<file path="src/rtl/demux8_burst_scheduler_pkg.sv">
// demux_sched_pkg: shared types and constants for the 1x8 demux burst scheduler.
//   state_t        - scheduler state encoding (IDLE/XFER/GAP)
//   NUM_CH, SEL_W  - channel count and select width (fixed, not overridable)
//   idx_to_onehot  - 3-bit channel index to 8-bit one-hot grant vector
package demux_sched_pkg;

    localparam int NUM_CH = 8;
    localparam int SEL_W  = 3;

    typedef enum logic [1:0] {
        IDLE = 2'd0,
        XFER = 2'd1,
        GAP  = 2'd2
    } state_t;

    function automatic logic [NUM_CH-1:0] idx_to_onehot(input logic [SEL_W-1:0] idx);
        logic [NUM_CH-1:0] oh;
        oh      = '0;
        oh[idx] = 1'b1;
        return oh;
    endfunction

endpackage

</file>
<file path="src/rtl/demux8_burst_scheduler_if.sv">
// demux8_burst_scheduler_if: bundle between the burst scheduler, its serial
// source, the requesters and the 1x8 demux.
//   en, req, din        - requester/source side inputs to the scheduler
//   din_ready           - source handshake: while high, the scheduler consumes
//                         the bit on din in that same cycle; the source must
//                         present the next bit for the following cycle. There
//                         is no source-side valid: the source is assumed always
//                         able to supply a bit when din_ready is high.
//   sel, dout, dout_en  - demux select, data and data-enable
//   gnt, last, busy     - one-hot grant, final-bit strobe, scheduler activity
// Modports: master = requester/source side, slave = scheduler side.
interface demux8_burst_scheduler_if;
    import demux_sched_pkg::*;

    logic              en;
    logic [NUM_CH-1:0] req;
    logic              din;
    logic              din_ready;
    logic [SEL_W-1:0]  sel;
    logic              dout;
    logic              dout_en;
    logic [NUM_CH-1:0] gnt;
    logic              last;
    logic              busy;

    modport master (
        output en, req, din,
        input  din_ready, sel, dout, dout_en, gnt, last, busy
    );

    modport slave (
        input  en, req, din,
        output din_ready, sel, dout, dout_en, gnt, last, busy
    );

endinterface

</file>
<file path="src/rtl/demux8_burst_scheduler_rr_pick8.sv">
// rr_pick8: combinational round-robin picker.
//   req[7:0] - request vector
//   ptr[2:0] - highest-priority index for this pick
//   found    - any request set
//   idx[2:0] - first set req bit at or after ptr, searching upward with wrap
module rr_pick8
    import demux_sched_pkg::*;
(
    input  logic [NUM_CH-1:0] req,
    input  logic [SEL_W-1:0]  ptr,
    output logic              found,
    output logic [SEL_W-1:0]  idx
);

    logic [NUM_CH-1:0] rot;
    logic [SEL_W-1:0]  off;

    always_comb begin
        // Rotate so that rot[0] is req[ptr]; the lowest set bit of rot is then
        // the winner's distance from ptr.
        for (int i = 0; i < NUM_CH; i++) begin
            rot[i] = req[ptr + SEL_W'(i)];
        end
        off = '0;
        for (int i = NUM_CH - 1; i >= 0; i--) begin
            if (rot[i]) begin
                off = SEL_W'(i);
            end
        end
        found = |req;
        idx   = ptr + off;
    end

endmodule

</file>
<file path="src/rtl/demux8_burst_scheduler.sv">
// demux8_burst_scheduler: round-robin burst scheduler in front of a 1x8 demux.
// Grants one requester at a time, streams BURST_LEN serial bits from din to
// the granted output, then idles for GAP_CYCLES guard cycles.
//   clk, rst  - clock, synchronous active-high reset
//   io        - slave side of demux8_burst_scheduler_if
//   dbg_state - current FSM state
//   dbg_ptr   - current round-robin priority pointer
module demux8_burst_scheduler
    import demux_sched_pkg::*;
#(
    parameter int BURST_LEN  = 4,
    parameter int GAP_CYCLES = 1
) (
    input  logic                     clk,
    input  logic                     rst,
    demux8_burst_scheduler_if.slave  io,
    output state_t                   dbg_state,
    output logic [SEL_W-1:0]         dbg_ptr
);

    if (BURST_LEN < 1 || BURST_LEN > 256) begin : g_bad_burst_len
        $error("demux8_burst_scheduler: BURST_LEN must be in 1..256");
    end
    if (GAP_CYCLES < 0 || GAP_CYCLES > 15) begin : g_bad_gap_cycles
        $error("demux8_burst_scheduler: GAP_CYCLES must be in 0..15");
    end

    // Wide enough to hold BURST_LEN, since cnt keeps incrementing on the last bit.
    localparam int                CNT_W    = $clog2(BURST_LEN + 1);
    localparam logic [CNT_W-1:0]  CNT_LAST = CNT_W'(BURST_LEN - 1);
    // Unreachable when GAP_CYCLES is 0 because GAP is never entered.
    localparam logic [3:0]        GAP_LAST = 4'(GAP_CYCLES - 1);

    state_t             state_q, state_d;
    logic [CNT_W-1:0]   cnt_q, cnt_d;
    logic [3:0]         gap_q, gap_d;
    logic [SEL_W-1:0]   ptr_q, ptr_d;
    logic [SEL_W-1:0]   sel_q, sel_d;
    logic [NUM_CH-1:0]  gnt_q, gnt_d;

    logic               pick_found;
    logic [SEL_W-1:0]   pick_idx;
    logic               in_xfer;
    logic               at_last;

    rr_pick8 u_pick (
        .req   (io.req),
        .ptr   (ptr_q),
        .found (pick_found),
        .idx   (pick_idx)
    );

    always_ff @(posedge clk) begin
        if (rst) begin
            state_q <= IDLE;
            cnt_q   <= '0;
            gap_q   <= '0;
            ptr_q   <= '0;
            sel_q   <= '0;
            gnt_q   <= '0;
        end else begin
            state_q <= state_d;
            cnt_q   <= cnt_d;
            gap_q   <= gap_d;
            ptr_q   <= ptr_d;
            sel_q   <= sel_d;
            gnt_q   <= gnt_d;
        end
    end

    always_comb begin
        state_d = state_q;
        cnt_d   = cnt_q;
        gap_d   = gap_q;
        ptr_d   = ptr_q;
        sel_d   = sel_q;
        gnt_d   = gnt_q;
        case (state_q)
            IDLE: begin
                if (io.en && pick_found) begin
                    sel_d   = pick_idx;
                    gnt_d   = idx_to_onehot(pick_idx);
                    cnt_d   = '0;
                    state_d = XFER;
                end
            end
            XFER: begin
                cnt_d = cnt_q + CNT_W'(1);
                if (cnt_q == CNT_LAST) begin
                    // Priority moves past the channel just served.
                    ptr_d   = sel_q + SEL_W'(1);
                    gnt_d   = '0;
                    gap_d   = '0;
                    state_d = (GAP_CYCLES > 0) ? GAP : IDLE;
                end
            end
            GAP: begin
                if (gap_q == GAP_LAST) begin
                    state_d = IDLE;
                end else begin
                    gap_d = gap_q + 4'd1;
                end
            end
            default: begin
                state_d = IDLE;
            end
        endcase
    end

    assign in_xfer = (state_q == XFER);
    assign at_last = in_xfer && (cnt_q == CNT_LAST);

    assign io.dout_en   = in_xfer;
    assign io.din_ready = in_xfer;
    assign io.busy      = (state_q != IDLE);
    assign io.last      = at_last;
    assign io.dout      = io.din & in_xfer;
    assign io.sel       = sel_q;
    assign io.gnt       = gnt_q;

    assign dbg_state = state_q;
    assign dbg_ptr   = ptr_q;

endmodule

</file>
<file path="src/flat_wrapper.sv">
// flat-port wrapper written by rule: the top's interface ports become plain ports
module demux8_burst_scheduler_flat import demux_sched_pkg::*;
#(
    parameter int BURST_LEN  = 4,
    parameter int GAP_CYCLES = 1
)
  (clk, rst, dbg_state, dbg_ptr, io_en, io_req, io_din, io_din_ready, io_sel, io_dout, io_dout_en, io_gnt, io_last, io_busy);
  demux8_burst_scheduler_if io_i ();
  input  logic clk;
  input  logic rst;
  output state_t dbg_state;
  output logic [SEL_W-1:0] dbg_ptr;
  input wire logic [$bits(io_i.en)-1:0] io_en;
  input wire logic [$bits(io_i.req)-1:0] io_req;
  input wire logic [$bits(io_i.din)-1:0] io_din;
  output wire logic [$bits(io_i.din_ready)-1:0] io_din_ready;
  output wire logic [$bits(io_i.sel)-1:0] io_sel;
  output wire logic [$bits(io_i.dout)-1:0] io_dout;
  output wire logic [$bits(io_i.dout_en)-1:0] io_dout_en;
  output wire logic [$bits(io_i.gnt)-1:0] io_gnt;
  output wire logic [$bits(io_i.last)-1:0] io_last;
  output wire logic [$bits(io_i.busy)-1:0] io_busy;
  assign io_i.en = io_en;
  assign io_i.req = io_req;
  assign io_i.din = io_din;
  assign io_din_ready = io_i.din_ready;
  assign io_sel = io_i.sel;
  assign io_dout = io_i.dout;
  assign io_dout_en = io_i.dout_en;
  assign io_gnt = io_i.gnt;
  assign io_last = io_i.last;
  assign io_busy = io_i.busy;
  demux8_burst_scheduler #(.BURST_LEN(BURST_LEN), .GAP_CYCLES(GAP_CYCLES)) u_core (.clk(clk), .rst(rst), .io(io_i), .dbg_state(dbg_state), .dbg_ptr(dbg_ptr));
endmodule
</file>
<file path="config.mk">
export PLATFORM = sky130hd
export DESIGN_NAME = demux8_burst_scheduler_flat
export DESIGN_NICKNAME = d
export VERILOG_FILES = /design/src/rtl/demux8_burst_scheduler_pkg.sv /design/src/rtl/demux8_burst_scheduler_if.sv /design/src/rtl/demux8_burst_scheduler_rr_pick8.sv /design/src/rtl/demux8_burst_scheduler.sv /design/src/flat_wrapper.sv
export SDC_FILE = /design/constraint.sdc
export NUM_CORES = 1
export LEC_CHECK = 0
export BUFFER_PORTS_ARGS = -buffer_cell sky130_fd_sc_hd__clkbuf_2
export CORE_MARGIN = 5
export CORE_UTILIZATION = 30
export DETAILED_ROUTE_END_ITERATION = 7
export SYNTH_ARGS = -nofsm -noshare
export SYNTH_HDL_FRONTEND = slang
export SYNTH_SLANG_ARGS = --single-unit
</file>
<file path="constraint.sdc">
create_clock -name clk -period 3.8 [get_ports clk]
set_clock_uncertainty 0.05 [all_clocks]
set_input_delay 0.19 -clock clk [delete_from_list [all_inputs] [get_ports clk]]
set_output_delay 0.19 -clock clk [all_outputs]
set_load 0.02 [all_outputs]
</file>
==> impl_metrics.py <==
metrics = {
    "routing": {
        "drt_iter0_drc": 107,
        "vias_per_cell": 4.84,
        "dr_total_vias": 1301,
        "wl_um": 3270,
        "drt-wirelength-per-cell_um": 12.2,
        "drt-pass1-iter-count": 4,
        "drc_errors": 0,
        "ant_nets": 0,
    },
    "clock_network": {
        "ctsHtreeMaxLevel": 1,
        "insertion_delay_ns": 0.26,
        "cts_buffer_depth": 2,
        "ctsResizeCount": 0,
        "cts_root_buf": "clkbuf_8",
        "path_clk_slew_ns": 0.08,
        "postCtsSetupBuffers": 0,
        "numCtsBuffers": 3,
        "clock-sinks": 23,
        "cts_tree": "built",
        "cts.hold.buffers_added": 0,
    },
    "min_path": {
        "worstHoldEndpoint": "u_core.cnt_q[2]",
        "worstHoldPathType": "input pin to register",
        "whs_path_depth": 2,
        "min-delay-start": "rst",
    },
    "power": {
        "max-vdd-ir-drop_mv": 0.196,
        "leakage_nw": 0.751,
        "powerDensity_nw_per_um2": 259,
    },
    "global_route": {
        "grt_overflow": 0,
        "grt_max_degree": 19,
        "antenna_found_initial": 0,
        "grt_pass1_vias": 1266,
        "grt_usage_pct": 9.71,
        "grt_pass1_wl_um": 5790,
    },
    "synth": {
        "ys_warn_count": 0,
        "synth_xor_area_share_pct": 4.85,
        "ys_seq_area_share_pct": 28.8,
        "netlist_area_um2": 1600,
        "synth_compound_area_share_pct": 12.7,
        "synth.area.mux_share_pct": 22.5,
        "synth_adder_area_share_pct": 7.51,
        "syn_inst": 170,
        "synth_edf_count": 0,
        "ys.flop_type": "dfxtp_1",
        "avgSynthCellArea_um2": 9.41,
        "synth_top_family_by_area": "multiplexers",
        "syn_nets": 191,
        "synthSimpleGateAreaFrac_pct": 18.9,
        "synthArstFlopShare_pct": 0,
        "yosysUniqueCellTypes": 46,
        "ys_ff_latch": 23,
    },
    "outcome": {
        "status": "completed",
    },
    "critical_path": {
        "required_ns": 3.95,
        "worstReg2RegEnd": "u_core.io.gnt[6]",
        "reg2reg_from": "u_core.dbg_ptr[0]",
        "worstPathArrival_ns": 3.56,
        "cp-end-kind": "register",
        "criticalPathCategory": "register to register",
        "cp-start-kind": "register",
        "r2r_cells": 13,
        "path_max_fanout": 9,
        "rrSetupSlack_ns": 0.40,
    },
    "finish": {
        "final_area_um2": 1860,
        "syn2layout_area_growth_pct": 16.4,
        "nFillCells": 555,
        "insertedDiodeCount": 0,
        "multiInputGateArea_um2": 1060,
        "seq_area_um2": 460,
        "final_core_util_pct": 36.2,
        "final_common_cell": "clkbuf_2",
        "nets": 221,
        "drive_gt1_share_pct": 27.6,
        "mostFrequentLayoutCells": "clkbuf_2, dfxtp_1, nor2_1, nand2_1",
    },
    "floorplanning": {
        "core_um2": 5140,
        "die_x_um": 83.0,
        "row_count": 26,
        "start_util_pct": 31.1,
        "die_area_um2": 6890,
        "die_y_um": 83.0,
        "pin_count": 33,
    },
    "timing": {
        "setup_tns_ns": 0,
        "hold_ws_ns": 0.299,
        "drv_slew": 0,
        "timing.fmax_mhz": 294,
        "hold_violations": 0,
        "finalSetupViolCount": 0,
        "rsz0062_at_grt": "false",
        "period_minus_slack_ns": 3.40,
        "slew_headroom_pct": 41.2,
        "worstMarginPinSlew_ns": 0.880,
        "finalCritPeriodShare_pct": 89.6,
    },
    "flow_run": {
        "cap_violations": 0,
    },
    "place": {
        "portBuffers": 32,
        "place_hpwl_um": 2550,
        "dpl-instance-area_um2": 1820,
        "globalplace.congestion": 0.766,
    },
}
synth_stat cells, types with 2 or more instances:
| cell | instances | share of area (%) |
|---|---|---|
| xor2_1 | 4 | 2.2 |
| inv_1 | 6 | 1.4 |
| a22o_1 | 4 | 2.2 |
| xnor2_1 | 3 | 1.6 |
| a211oi_1 | 2 | 0.94 |
| clkbuf_1 | 4 | 0.94 |
| and2_1 | 2 | 0.78 |
| mux2_2 | 5 | 3.5 |
| or4_1 | 2 | 0.94 |
| nand3_1 | 3 | 0.94 |
| or2_1 | 2 | 0.78 |
| buf_2 | 3 | 0.94 |
| a21oi_1 | 7 | 2.2 |
| mux2i_1 | 9 | 5.6 |
| nor3_1 | 5 | 1.6 |
| o21ai_1 | 4 | 1.3 |
| nand2_1 | 10 | 2.3 |
| mux4_2 | 9 | 13 |
| nand2b_1 | 5 | 2.0 |
| ha_1 | 8 | 6.3 |
| dfxtp_1 | 23 | 29 |
| nor2_1 | 22 | 5.2 |
| nor2b_1 | 5 | 2.0 |
through the flow:
stage / setup slack [ns] / total power [mW] / std cells
floorplan: 0.101 / 0.316 / 170
global placement: 0.410 / 0.341 / 265
detailed placement: 0.377 / 0.342 / 265
CTS: 0.361 / 0.492 / 269
global route: 0.148 / 0.509 / 269
finish: 0.396 / 0.482 / 269
power breakdown:
| part | total, mW | switching (mW) | internal [mW] |
|---|---|---|---|
| sequential | 0.251 | 0.00425 | 0.246 |
| combinational | 0.0840 | 0.0490 | 0.0350 |
| clock | 0.148 | 0.0728 | 0.0747 |
state kept, by name, summed over array words and instances, names as in the netlist:
| name | flops |
|---|---|
| u_core.io.sel | 3 |
| u_core.dbg_ptr | 3 |
| u_core.gap_q | 4 |
| u_core.cnt_q | 3 |
| u_core.io.gnt | 8 |
| u_core.dbg_state | 2 |
per-layer routing:
metal	track usage [%]	wire [um]	vias up
met2	17.4	1710	17
met5	0	0	-
met4	1.34	0	0
met1	12.2	1470	612
li1	-	-	672
met3	2.08	88	0
cell type report:
type / count / share of cell area [%]
Timing Repair Buffer: 35 / 9.81
Multi-Input combinational cell: 131 / 57.2
Inverter: 6 / 1.21
Sequential cell: 23 / 24.7
Clock buffer: 4 / 2.42
Tap cell: 70 / 4.70
logic make-up after synthesis:
kind of cell	count (synthesis)
xor+xnor	8
simple gates	62
fa+ha+maj	9
flops	23
mux	24
compound gates	28
buf+inv	16
critical path, stage by stage (launching register included):
cell,delay [ns]
dfxtp_1,0.33
inv_1,0.07
ha_1,0.32
mux4_2,0.53
mux2i_1,0.24
o221ai_1,0.13
nor2b_1,0.15
o21bai_1,0.11
a22oi_1,0.08
ha_1,0.19
fa_1,0.37
xnor2_1,0.16
xnor2_2,0.40
a32o_1,0.23
worst max-delay path by stage:
stage	start	to	slack [ns]	cells past startpoint
3_5_place_dp	u_core.dbg_ptr[0]	u_core.io.gnt[6]	0.38	13
4_1_cts	u_core.dbg_ptr[0]	u_core.io.gnt[6]	0.36	13
2_1_floorplan	u_core.dbg_ptr[1]	u_core.io.gnt[6]	0.10	15
5_1_grt	u_core.dbg_ptr[0]	u_core.io.gnt[6]	0.15	13
3_3_place_gp	u_core.dbg_ptr[0]	u_core.io.gnt[6]	0.41	13
6_report	u_core.dbg_ptr[0]	u_core.io.gnt[6]	0.40	13
Note: power is estimated with default switching activity, not from simulation.
